$ cat config.mk
export PLATFORM = sky130hd
export DESIGN_NAME = sms_ahb_sram_ctrl_flat
export DESIGN_NICKNAME = d
export VERILOG_FILES = /design/src/rtl/sms_ahb_sram_ctrl_if.sv /design/src/rtl/sms_ahb_sram_ctrl.sv /design/src/flat_wrapper.sv
export SDC_FILE = /design/constraint.sdc
export NUM_CORES = 1
export LEC_CHECK = 0
export CAP_MARGIN = 20
export CORE_MARGIN = 5
export CORE_UTILIZATION = 45
export CTS_CLUSTER_SIZE = 14
export DETAILED_ROUTE_END_ITERATION = 10
export GPL_TIMING_DRIVEN = 0
export MAX_ROUTING_LAYER = met4
export PLACE_DENSITY = 0.84
export SETUP_SLACK_MARGIN = 0.4
export SYNTH_ARGS = -nofsm -noshare
export SYNTH_HDL_FRONTEND = slang
export SYNTH_SLANG_ARGS = --single-unit
$ cat constraint.sdc
create_clock -name pmu_sms_hclk -period 3 [get_ports pmu_sms_hclk]
set_input_delay 0.3 -clock pmu_sms_hclk [delete_from_list [all_inputs] [get_ports pmu_sms_hclk]]
set_output_delay 0.3 -clock pmu_sms_hclk [all_outputs]
set_load 0.05 [all_outputs]
$ cat src/rtl/sms_ahb_sram_ctrl_if.sv
// AHB-lite signal bundle between the main matrix and one sms SRAM port.
interface sms_ahb_sram_ctrl_if;
    logic        ahb_sms_hsel;
    logic [31:0] ahb_sms_haddr;
    logic [1:0]  ahb_sms_htrans;
    logic [2:0]  ahb_sms_hsize;
    logic        ahb_sms_hwrite;
    logic [31:0] ahb_sms_hwdata;
    logic [3:0]  ahb_sms_hprot;
    logic [31:0] sms_ahb_hrdata;
    logic        sms_ahb_hready;
    logic [1:0]  sms_ahb_hresp;

    modport master (
        output ahb_sms_hsel, ahb_sms_haddr, ahb_sms_htrans, ahb_sms_hsize,
               ahb_sms_hwrite, ahb_sms_hwdata, ahb_sms_hprot,
        input  sms_ahb_hrdata, sms_ahb_hready, sms_ahb_hresp
    );

    modport slave (
        input  ahb_sms_hsel, ahb_sms_haddr, ahb_sms_htrans, ahb_sms_hsize,
               ahb_sms_hwrite, ahb_sms_hwdata, ahb_sms_hprot,
        output sms_ahb_hrdata, sms_ahb_hready, sms_ahb_hresp
    );
endinterface

$ cat src/rtl/sms_ahb_sram_ctrl.sv
// AHB-lite slave to single-port SRAM bridge with a one-entry write buffer and read forwarding.
// Optional: define SMS_WR_PROT_EN to reject user-mode (hprot[1]=0) writes with an ERROR response.
module sms_ahb_sram_ctrl #(
    parameter int unsigned MEM_AW  = 14,
    parameter int unsigned RD_WAIT = 0
) (
    input  logic                pmu_sms_hclk,
    input  logic                pmu_sms_hrst,
    sms_ahb_sram_ctrl_if.slave  ahb,
    input  logic                sms_big_endian_b,
    output logic                sms_idle,
    output logic                sram_ce,
    output logic                sram_we,
    output logic [MEM_AW-1:0]   sram_addr,
    output logic [31:0]         sram_wdata,
    output logic [3:0]          sram_wbe,
    input  logic [31:0]         sram_rdata
);
    localparam int unsigned DW = 32;
    localparam int unsigned BW = DW / 8;
    localparam int unsigned CW = 2;

    localparam logic [2:0] S_IDLE   = 3'd0;
    localparam logic [2:0] S_RD     = 3'd1;
    localparam logic [2:0] S_WR     = 3'd2;
    localparam logic [2:0] S_WSTALL = 3'd3;
    localparam logic [2:0] S_ERR1   = 3'd4;
    localparam logic [2:0] S_ERR2   = 3'd5;

    localparam logic [CW-1:0] RD_WAIT_C = CW'(RD_WAIT);

    logic [2:0]        state_q, state_n;
    logic [CW-1:0]     rd_cnt_q, rd_cnt_n;
    logic              hready_q, hready_n;
    logic [1:0]        hresp_q, hresp_n;
    logic              idle_q, idle_n;
    logic [DW-1:0]     hrdata_q, hrdata_c;
    logic              wb_valid_q, wb_valid_n;
    logic [MEM_AW-1:0] wb_addr_q, wb_addr_n;
    logic [DW-1:0]     wb_data_q, wb_data_n;
    logic [BW-1:0]     wb_be_q, wb_be_n;
    logic [MEM_AW-1:0] pend_addr_q, pend_addr_n;
    logic [BW-1:0]     pend_be_q, pend_be_n;
    logic [MEM_AW-1:0] rd_addr_q, rd_addr_n;
    logic [BW-1:0]     fwd_be_q, fwd_be_n;
    logic [DW-1:0]     fwd_data_q, fwd_data_n;

    logic [MEM_AW-1:0] word_addr_c;
    logic [1:0]        lane_c;
    logic [BW-1:0]     be_c;
    logic              prot_err_c, illegal_c;
    logic              rd_req_c, stall_c, load_c, restrobe_c;
    logic              hready_c, addr_phase_c, rd_strobe_c, drain_c, rd_done_c;
    logic              unused_c;

    assign unused_c = ^{ahb.ahb_sms_haddr[31:MEM_AW+2], ahb.ahb_sms_htrans[0], ahb.ahb_sms_hprot};

    // Address-phase decode: word address, byte lanes and legality.
    always_comb begin
        word_addr_c = ahb.ahb_sms_haddr[MEM_AW+1:2];
        lane_c      = sms_big_endian_b ? ahb.ahb_sms_haddr[1:0] : ~ahb.ahb_sms_haddr[1:0];
        case (ahb.ahb_sms_hsize)
            3'd0:    be_c = BW'(4'b0001 << lane_c);
            3'd1:    be_c = (ahb.ahb_sms_haddr[1] ^ ~sms_big_endian_b) ? 4'b1100 : 4'b0011;
            default: be_c = 4'b1111;
        endcase
`ifdef SMS_WR_PROT_EN
        prot_err_c = ahb.ahb_sms_hwrite & ~ahb.ahb_sms_hprot[1];
`else
        prot_err_c = 1'b0;
`endif
        illegal_c = (ahb.ahb_sms_hsize > 3'd2)
                  | ((ahb.ahb_sms_hsize == 3'd1) & ahb.ahb_sms_haddr[0])
                  | ((ahb.ahb_sms_hsize == 3'd2) & (ahb.ahb_sms_haddr[1:0] != 2'b00))
                  | prot_err_c;
        rd_req_c = ahb.ahb_sms_hsel & ahb.ahb_sms_htrans[1] & ~ahb.ahb_sms_hwrite;
    end

    // Next-state, buffer and forwarding logic.
    always_comb begin
        state_n     = state_q;
        rd_cnt_n    = rd_cnt_q;
        wb_valid_n  = wb_valid_q;
        wb_addr_n   = wb_addr_q;
        wb_data_n   = wb_data_q;
        wb_be_n     = wb_be_q;
        pend_addr_n = pend_addr_q;
        pend_be_n   = pend_be_q;
        rd_addr_n   = rd_addr_q;
        fwd_be_n    = fwd_be_q;
        fwd_data_n  = fwd_data_q;
        stall_c     = 1'b0;
        load_c      = 1'b0;
        restrobe_c  = 1'b0;

        case (state_q)
            S_WR: begin
                // A full buffer cannot both drain and accept while a read owns the SRAM.
                stall_c = wb_valid_q & rd_req_c;
                load_c  = ~stall_c;
            end
            S_WSTALL: load_c = 1'b1;
            S_RD:     restrobe_c = (rd_cnt_q == CW'(1));
            default:  ;
        endcase

        hready_c     = hready_q & ~stall_c;
        addr_phase_c = hready_c & ahb.ahb_sms_hsel & ahb.ahb_sms_htrans[1];
        rd_strobe_c  = (addr_phase_c & ~ahb.ahb_sms_hwrite & ~illegal_c) | restrobe_c;
        drain_c      = wb_valid_q & ~rd_strobe_c;
        rd_done_c    = (state_q == S_RD) & (rd_cnt_q == '0);

        if (drain_c) begin
            wb_valid_n = 1'b0;
        end
        if (load_c) begin
            wb_valid_n = 1'b1;
            wb_addr_n  = pend_addr_q;
            wb_data_n  = ahb.ahb_sms_hwdata;
            wb_be_n    = pend_be_q;
        end

        if (hready_c) begin
            if (!addr_phase_c) begin
                state_n = S_IDLE;
            end else if (illegal_c) begin
                state_n = S_ERR1;
            end else if (ahb.ahb_sms_hwrite) begin
                state_n     = S_WR;
                pend_addr_n = word_addr_c;
                pend_be_n   = be_c;
            end else begin
                state_n    = S_RD;
                rd_cnt_n   = RD_WAIT_C;
                rd_addr_n  = word_addr_c;
                fwd_data_n = wb_data_n;
                fwd_be_n   = (wb_valid_n && (wb_addr_n == word_addr_c)) ? wb_be_n : '0;
            end
        end else begin
            case (state_q)
                S_RD:    rd_cnt_n = rd_cnt_q - CW'(1);
                S_WR:    state_n  = S_WSTALL;
                S_ERR1:  state_n  = S_ERR2;
                default: state_n  = S_IDLE;
            endcase
        end

        hready_n = ~(((state_n == S_RD) && (rd_cnt_n != '0)) || (state_n == S_ERR1));
        hresp_n  = ((state_n == S_ERR1) || (state_n == S_ERR2)) ? 2'b01 : 2'b00;
        idle_n   = (state_n == S_IDLE) & ~wb_valid_n;
    end

    // Read data merge: buffered bytes override stale SRAM bytes.
    always_comb begin
        hrdata_c = hrdata_q;
        if (rd_done_c) begin
            for (int i = 0; i < BW; i++) begin
                hrdata_c[8*i +: 8] = fwd_be_q[i] ? fwd_data_q[8*i +: 8] : sram_rdata[8*i +: 8];
            end
        end
    end

    // SRAM port; strobes are suppressed while reset is asserted so a pending write is dropped.
    always_comb begin
        sram_ce    = ~pmu_sms_hrst & (rd_strobe_c | drain_c);
        sram_we    = ~pmu_sms_hrst & drain_c;
        sram_wbe   = (~pmu_sms_hrst & drain_c) ? wb_be_q : '0;
        sram_wdata = wb_data_q;
        if (restrobe_c) begin
            sram_addr = rd_addr_q;
        end else if (rd_strobe_c) begin
            sram_addr = word_addr_c;
        end else begin
            sram_addr = wb_addr_q;
        end
    end

    assign ahb.sms_ahb_hready = hready_c;
    assign ahb.sms_ahb_hresp  = hresp_q;
    assign ahb.sms_ahb_hrdata = hrdata_c;
    assign sms_idle           = idle_q;

    // State and datapath registers.
    always_ff @(posedge pmu_sms_hclk) begin
        if (pmu_sms_hrst) begin
            state_q     <= S_IDLE;
            rd_cnt_q    <= '0;
            hready_q    <= 1'b1;
            hresp_q     <= 2'b00;
            idle_q      <= 1'b1;
            hrdata_q    <= '0;
            wb_valid_q  <= 1'b0;
            wb_addr_q   <= '0;
            wb_data_q   <= '0;
            wb_be_q     <= '0;
            pend_addr_q <= '0;
            pend_be_q   <= '0;
            rd_addr_q   <= '0;
            fwd_be_q    <= '0;
            fwd_data_q  <= '0;
        end else begin
            state_q     <= state_n;
            rd_cnt_q    <= rd_cnt_n;
            hready_q    <= hready_n;
            hresp_q     <= hresp_n;
            idle_q      <= idle_n;
            hrdata_q    <= hrdata_c;
            wb_valid_q  <= wb_valid_n;
            wb_addr_q   <= wb_addr_n;
            wb_data_q   <= wb_data_n;
            wb_be_q     <= wb_be_n;
            pend_addr_q <= pend_addr_n;
            pend_be_q   <= pend_be_n;
            rd_addr_q   <= rd_addr_n;
            fwd_be_q    <= fwd_be_n;
            fwd_data_q  <= fwd_data_n;
        end
    end
endmodule

$ cat src/flat_wrapper.sv
// flat-port wrapper written by rule: the top's interface ports become plain ports
module sms_ahb_sram_ctrl_flat 
#(
    parameter int unsigned MEM_AW  = 14,
    parameter int unsigned RD_WAIT = 0
)
  (pmu_sms_hclk, pmu_sms_hrst, sms_big_endian_b, sms_idle, sram_ce, sram_we, sram_addr, sram_wdata, sram_wbe, sram_rdata, ahb_ahb_sms_hsel, ahb_ahb_sms_haddr, ahb_ahb_sms_htrans, ahb_ahb_sms_hsize, ahb_ahb_sms_hwrite, ahb_ahb_sms_hwdata, ahb_ahb_sms_hprot, ahb_sms_ahb_hrdata, ahb_sms_ahb_hready, ahb_sms_ahb_hresp);
  sms_ahb_sram_ctrl_if ahb_i ();
  input  logic pmu_sms_hclk;
  input  logic pmu_sms_hrst;
  input  logic sms_big_endian_b;
  output logic sms_idle;
  output logic sram_ce;
  output logic sram_we;
  output logic [MEM_AW-1:0] sram_addr;
  output logic [31:0] sram_wdata;
  output logic [3:0] sram_wbe;
  input  logic [31:0] sram_rdata;
  input wire logic [$bits(ahb_i.ahb_sms_hsel)-1:0] ahb_ahb_sms_hsel;
  input wire logic [$bits(ahb_i.ahb_sms_haddr)-1:0] ahb_ahb_sms_haddr;
  input wire logic [$bits(ahb_i.ahb_sms_htrans)-1:0] ahb_ahb_sms_htrans;
  input wire logic [$bits(ahb_i.ahb_sms_hsize)-1:0] ahb_ahb_sms_hsize;
  input wire logic [$bits(ahb_i.ahb_sms_hwrite)-1:0] ahb_ahb_sms_hwrite;
  input wire logic [$bits(ahb_i.ahb_sms_hwdata)-1:0] ahb_ahb_sms_hwdata;
  input wire logic [$bits(ahb_i.ahb_sms_hprot)-1:0] ahb_ahb_sms_hprot;
  output wire logic [$bits(ahb_i.sms_ahb_hrdata)-1:0] ahb_sms_ahb_hrdata;
  output wire logic [$bits(ahb_i.sms_ahb_hready)-1:0] ahb_sms_ahb_hready;
  output wire logic [$bits(ahb_i.sms_ahb_hresp)-1:0] ahb_sms_ahb_hresp;
  assign ahb_i.ahb_sms_hsel = ahb_ahb_sms_hsel;
  assign ahb_i.ahb_sms_haddr = ahb_ahb_sms_haddr;
  assign ahb_i.ahb_sms_htrans = ahb_ahb_sms_htrans;
  assign ahb_i.ahb_sms_hsize = ahb_ahb_sms_hsize;
  assign ahb_i.ahb_sms_hwrite = ahb_ahb_sms_hwrite;
  assign ahb_i.ahb_sms_hwdata = ahb_ahb_sms_hwdata;
  assign ahb_i.ahb_sms_hprot = ahb_ahb_sms_hprot;
  assign ahb_sms_ahb_hrdata = ahb_i.sms_ahb_hrdata;
  assign ahb_sms_ahb_hready = ahb_i.sms_ahb_hready;
  assign ahb_sms_ahb_hresp = ahb_i.sms_ahb_hresp;
  sms_ahb_sram_ctrl #(.MEM_AW(MEM_AW), .RD_WAIT(RD_WAIT)) u_core (.pmu_sms_hclk(pmu_sms_hclk), .pmu_sms_hrst(pmu_sms_hrst), .ahb(ahb_i), .sms_big_endian_b(sms_big_endian_b), .sms_idle(sms_idle), .sram_ce(sram_ce), .sram_we(sram_we), .sram_addr(sram_addr), .sram_wdata(sram_wdata), .sram_wbe(sram_wbe), .sram_rdata(sram_rdata));
endmodule
==> results by stage <==
Critical path:
- The launch point of the worst reg-to-reg path is u_core.state_q[2].
- The critical path buffer and inverter count is 4.
- The critical path goes through nor2b_1, clkbuf_4, nand2_1, and2_4, buf_6, nor4b_4, buf_4, and2_4, buf_8.
- The critical setup path kind is reg -> out.
- The largest driver fanout on the critical path is 10.
- The worst-path cell with the longest stage delay is sky130_fd_sc_hd__dfxtp_1.
- The worst setup path is launched from a flip-flop.
- In this design, the stage delay of the slowest critical-path cell is 0.38 ns.
- The family with the most delay on the worst path is simple AND/OR/NAND/NOR gates.
- The type of destination of the critical path is a primary output.
- The arrival time at the worst endpoint is 2.30 ns.
- The data required time of the critical path is 2.70 ns.
- The most critical setup path has its startpoint at u_core.state_q[2].
- The most used cell along the critical path is sky130_fd_sc_hd__and2_4.

Synth:
- The multiplexer fraction of the synthesized cell area is 0.104.
- When the netlist entered floorplanning its net count stood at 930.
- The flop and latch count out of synthesis is 159.
- After synthesis, the share of flip-flops with an asynchronous set or reset is 0.
- The Yosys step of the flow raised 0 warnings.
- The netlist area before placement is 0.00702 mm^2.
- A synthesized cell averages 8.58 um^2.
- For this run, the leading register cell type out of synthesis is sky130_fd_sc_hd__dfxtp_1.
- The number of instances in the synthesized netlist is 818.
- The fraction of the mapped netlist area in adder cells is 0.00356.
- The main combinational cell family by area after synthesis is simple AND/OR/NAND/NOR gates.
- Of the total synthesized cell area, the portion taken by XOR and XNOR cells is 0.0225.
- The share of the synthesized area in compound gates (AO/OA/AOI/OAI) is 0.168.
- For this run, the register share of the synthesized area comes to 0.453.
- The synthesized netlist contains 60 unique library cells.
- Yosys mapped a number of flops with a built-in enable equal to 0.
- Of the total synthesized cell area, the portion taken by AND, OR, NAND and NOR gates is 0.201.

Clocking:
- The cts-stage hold buffer count is 0.
- Clock tree synthesis found a total of 159 sinks.
- The H-tree was split into 4 levels.
- The number of buffers created by CTS is 17.
- The CTS tree is done.
- The clock passes through at most 2 buffers.
- Clock-pin slew was measured on the worst setup and hold paths at 0.07 ns.
- Clock latency on the worst-skew pair, taken at its later pin, is 0.43 ns.
- CTS placed an instance of sky130_fd_sc_hd__clkbuf_16 at the clock tree root.

Drt:
- The post-detailed-route via-to-cell ratio is 5.38.
- After detailed routing, the average wire length per cell comes to 17.6 um.
- The number of search-and-repair iterations in the first detailed-routing pass is 7.
- For this block, the routed nets add up to 21.8 mm of wire.
- The detail route stage leaves a number of antenna-violating nets equal to 0.
- In the final routing, the length of wire on met1 measures 9.06 mm.
- The number of violations reported at the end of detailed-routing iteration 0 is 623.
- The uppermost signal routing layer after detailed routing is met4.
- The overall via count from detail_route is 6,659.
- The routed design uses 10.3 mm of met2 wire.
- Detailed routing placed a total of 1.68 mm of wire on met3.
- The DRC violations left is 0.

Job:
- Across the run, the number of max-cap violations was 0.

Timing:
- The remaining max-slew budget at the tightest pin is 0.467.
- The part of the cycle the worst path needs is 0.867.
- For this run, the top clock speed supported by timing is 385 MHz.
- The clock skew after layout is 0.00891 ns.
- Setup repair after global routing could not meet its margin everywhere.
- The worst-case setup margin in the final layout is 0.400 ns.
- The post-route minimum period is 2.60 ns.
- The hold violation total from the final report is 0.
- The count of final max-slew check failures is 0.
- Setup violations remaining at the end of the flow were counted as 0.
- The slew at the pin closest to its max-slew limit is 0.789 ns.

Pwr:
- Summed over all nets, the switching power comes to 0.00114 W.
- The clock group share of total power is 0.440.
- The internal power is 0.00354 W.
- Of the total power, the share spent switching nets is 0.243.
- The total power of the final layout is 0.00467 W.
- IR analysis of the VDD net gives a maximum drop of 332 uV.
- The share of power burned in registers is 0.461.
- Summed over all cells, the static leakage comes to 3.86 nW.
- The combinational cell fraction of total power is 0.099.
- Dividing total power by cell area gives a power density of 485 mW/mm^2.

GRT:
- The total overflow left after global routing is 0.
- The total global-route track usage is 0.239.
- The number of global-route vias before repair is 6,584.
- The first global-routing pass estimated 33.5 mm of wire.
- The maximum number of pins on one net before global-route repair is 17.
- The number of antenna violations at the first check in global routing came to 0.

Finish:
- The filler cells instantiated in the layout total 1,264.
- 0 antenna diodes ended up in the layout.
- Excluding fillers, the count of instances in the completed layout stands at 1,238.
- Leaving out fill and tap cells, the most frequent cell in the layout is sky130_fd_sc_hd__dfxtp_1.
- The library cells used most frequently in the layout, excluding fill and tap cells, are 156 x sky130_fd_sc_hd__dfxtp_1, 133 x sky130_fd_sc_hd__nor2_1, 115 x sky130_fd_sc_hd__clkdlybuf4s50_1.
- In the final layout, the share of cells above drive strength 1 is 0.146.
- The total area of sequential cells is 0.00319 mm^2.
- The post-route cell area is 0.00963 mm^2.
- Summing all multi-input logic gate instances after layout gives 0.00357 mm^2.
- The net count of the finished layout is 1,129.
- Compared with the post-synthesis result, the final layout area differs by 37.1%.

Floorplanning:
- The site row count is 45.
- The floorplan step defined a core boundary enclosing 0.0153 mm^2.
- The chip height is 135 um.
- The die is 135 um wide.
- The die covers 0.0182 mm^2.
- The effective utilization at floorplan is 0.460.
- The top-level I/O count is 198.

Placement:
- The placed cell area is 0.00904 mm^2.
- Timing analysis after detailed placement gives a worst setup slack of -0.611 ns.
- The congestion estimate from routability-driven global placement came to 1.02.
- The count of buffers added on input and output ports is 174.
- After detailed placement, the design holds a cell count of 1,203.
- Detailed placement ended at an HPWL of 15.9 mm.

Hold path:
- The class of the worst hold path is reg -> reg.
- The startpoint of the most critical hold path is u_core.rd_addr_q[1].

Run status:
- The flow ran to the end, and the final reports show no timing, DRC or antenna violations.
## per-layer routing
layer | global-route usage | vias up
li1 | - | 3204
met3 | 0.0581 | 58
met1 | 0.291 | 3093
met5 | - | -
met2 | 0.377 | 304
met4 | 0.105 | 0
## cell type report
type,instances,share of cell area
multi-input cells,587,0.371
flip-flops and latches,159,0.332
repair buffers,180,0.174
clock buffers,21,0.0489
plain buffers,56,0.0329
well taps,211,0.0274
clock inverters,8,0.00871
inverters,16,0.00624
## final timing paths
kind / endpoint / slack (ns) / cells after the start
setup / recovery: sram_wbe[2] / 0.40 / 9
hold / removal: u_core.rd_addr_q[1] / 0.46 / 2
setup reg to reg: u_core.wb_addr_q[2] / 0.49 / 8
hold reg to reg: u_core.rd_addr_q[1] / 0.46 / 2
## timing repair
item | CTS | global route
setup endpoints to repair | 53 | 53
gates cloned | 0 | 0
pin swaps | 6 | 3
setup buffers | 2 | 4
resized for setup | 317 | 68
## power by group through the flow
stage	Clock, W	Sequential [W]	Combinational, W
6_report	0.00206	0.00215	0.000463
5_1_grt	0.00215	0.00215	0.000491
4_1_cts	0.00207	0.00215	0.000454
3_5_place_dp	0	0.00220	0.000458
3_3_place_gp	0	0.00220	0.000455
2_1_floorplan	0	0.00221	0.000221
## cells in the mapped netlist (2+ instances only)
cell type                   instances  area [um^2]
sky130_fd_sc_hd__dfxtp_1          159         3180
sky130_fd_sc_hd__a21boi_0          14          105
sky130_fd_sc_hd__o21ai_0           26          130
sky130_fd_sc_hd__o311ai_0           2         17.5
sky130_fd_sc_hd__a22o_1             4         35.0
sky130_fd_sc_hd__a2111oi_2          2         30.0
sky130_fd_sc_hd__nand2b_1           3         18.8
sky130_fd_sc_hd__nand3_1            3         15.0
sky130_fd_sc_hd__inv_1             15         56.3
sky130_fd_sc_hd__o211ai_1           4         30.0
sky130_fd_sc_hd__mux2i_1           73          731
sky130_fd_sc_hd__and2b_2            3         26.3
sky130_fd_sc_hd__buf_1              2         7.51
sky130_fd_sc_hd__buf_4              9         67.6
sky130_fd_sc_hd__o22ai_1            4         25.0
sky130_fd_sc_hd__o21a_1             2         15.0
sky130_fd_sc_hd__nand4_1            2         12.5
sky130_fd_sc_hd__clkbuf_1          34          128
sky130_fd_sc_hd__buf_2              8         40.0
sky130_fd_sc_hd__nor2b_1           41          257
sky130_fd_sc_hd__xor2_1            10         87.6
sky130_fd_sc_hd__nor4_1             2         12.5
sky130_fd_sc_hd__and2_1             4         25.0
sky130_fd_sc_hd__xnor2_1            8         70.1
sky130_fd_sc_hd__nor2_1           134          503
sky130_fd_sc_hd__a211oi_1          34          255
sky130_fd_sc_hd__nand2_1           89          334
sky130_fd_sc_hd__nor4b_1            2         17.5
sky130_fd_sc_hd__nor3_1             8         40.0
sky130_fd_sc_hd__a21oi_1           86          430
sky130_fd_sc_hd__ha_1               2         25.0
## worst register-to-register path: stages, from the launching register on
cell and delay [ns]:
sky130_fd_sc_hd__dfxtp_1 0.46, sky130_fd_sc_hd__nor2b_1 0.09, sky130_fd_sc_hd__clkbuf_4 0.15, sky130_fd_sc_hd__buf_4 0.16
sky130_fd_sc_hd__o21ai_2 0.20, sky130_fd_sc_hd__clkbuf_1 0.60, sky130_fd_sc_hd__clkbuf_1 0.49, sky130_fd_sc_hd__nand2_1 0.10
sky130_fd_sc_hd__a21oi_1 0.17
## cell families (layout without fill, tap and decap cells)
group	count (synthesis)	count (layout)
mux	73	73
flops	159	159
other cells	1	1
fa+ha+maj	2	2
simple gates	303	303
xor+xnor	18	18
compound gates	190	190
buf+inv	72	281
## sequential cells by signal (all words and copies together), names as in the netlist, 2 cells and up
signal              count
u_core.fwd_be_q         4
u_core.fwd_data_q      32
u_core.hrdata_q        32
u_core.pend_addr_q     14
u_core.pend_be_q        4
u_core.rd_addr_q       14
u_core.rd_cnt_q         2
u_core.sram_wdata      32
u_core.state_q          3
u_core.wb_addr_q       14
u_core.wb_be_q          4
## stage by stage
step	TNS (ns)	hold slack (ns)	utilization
after global placement	-11.79	0.443	0.592
after detailed placement	-13.25	0.447	0.592
after CTS	0	0.455	0.624
final	0	0.457	0.631
after global routing	0	0.476	0.631
after floorplan	0	0.437	-
Power figures use the tool's default switching activity.
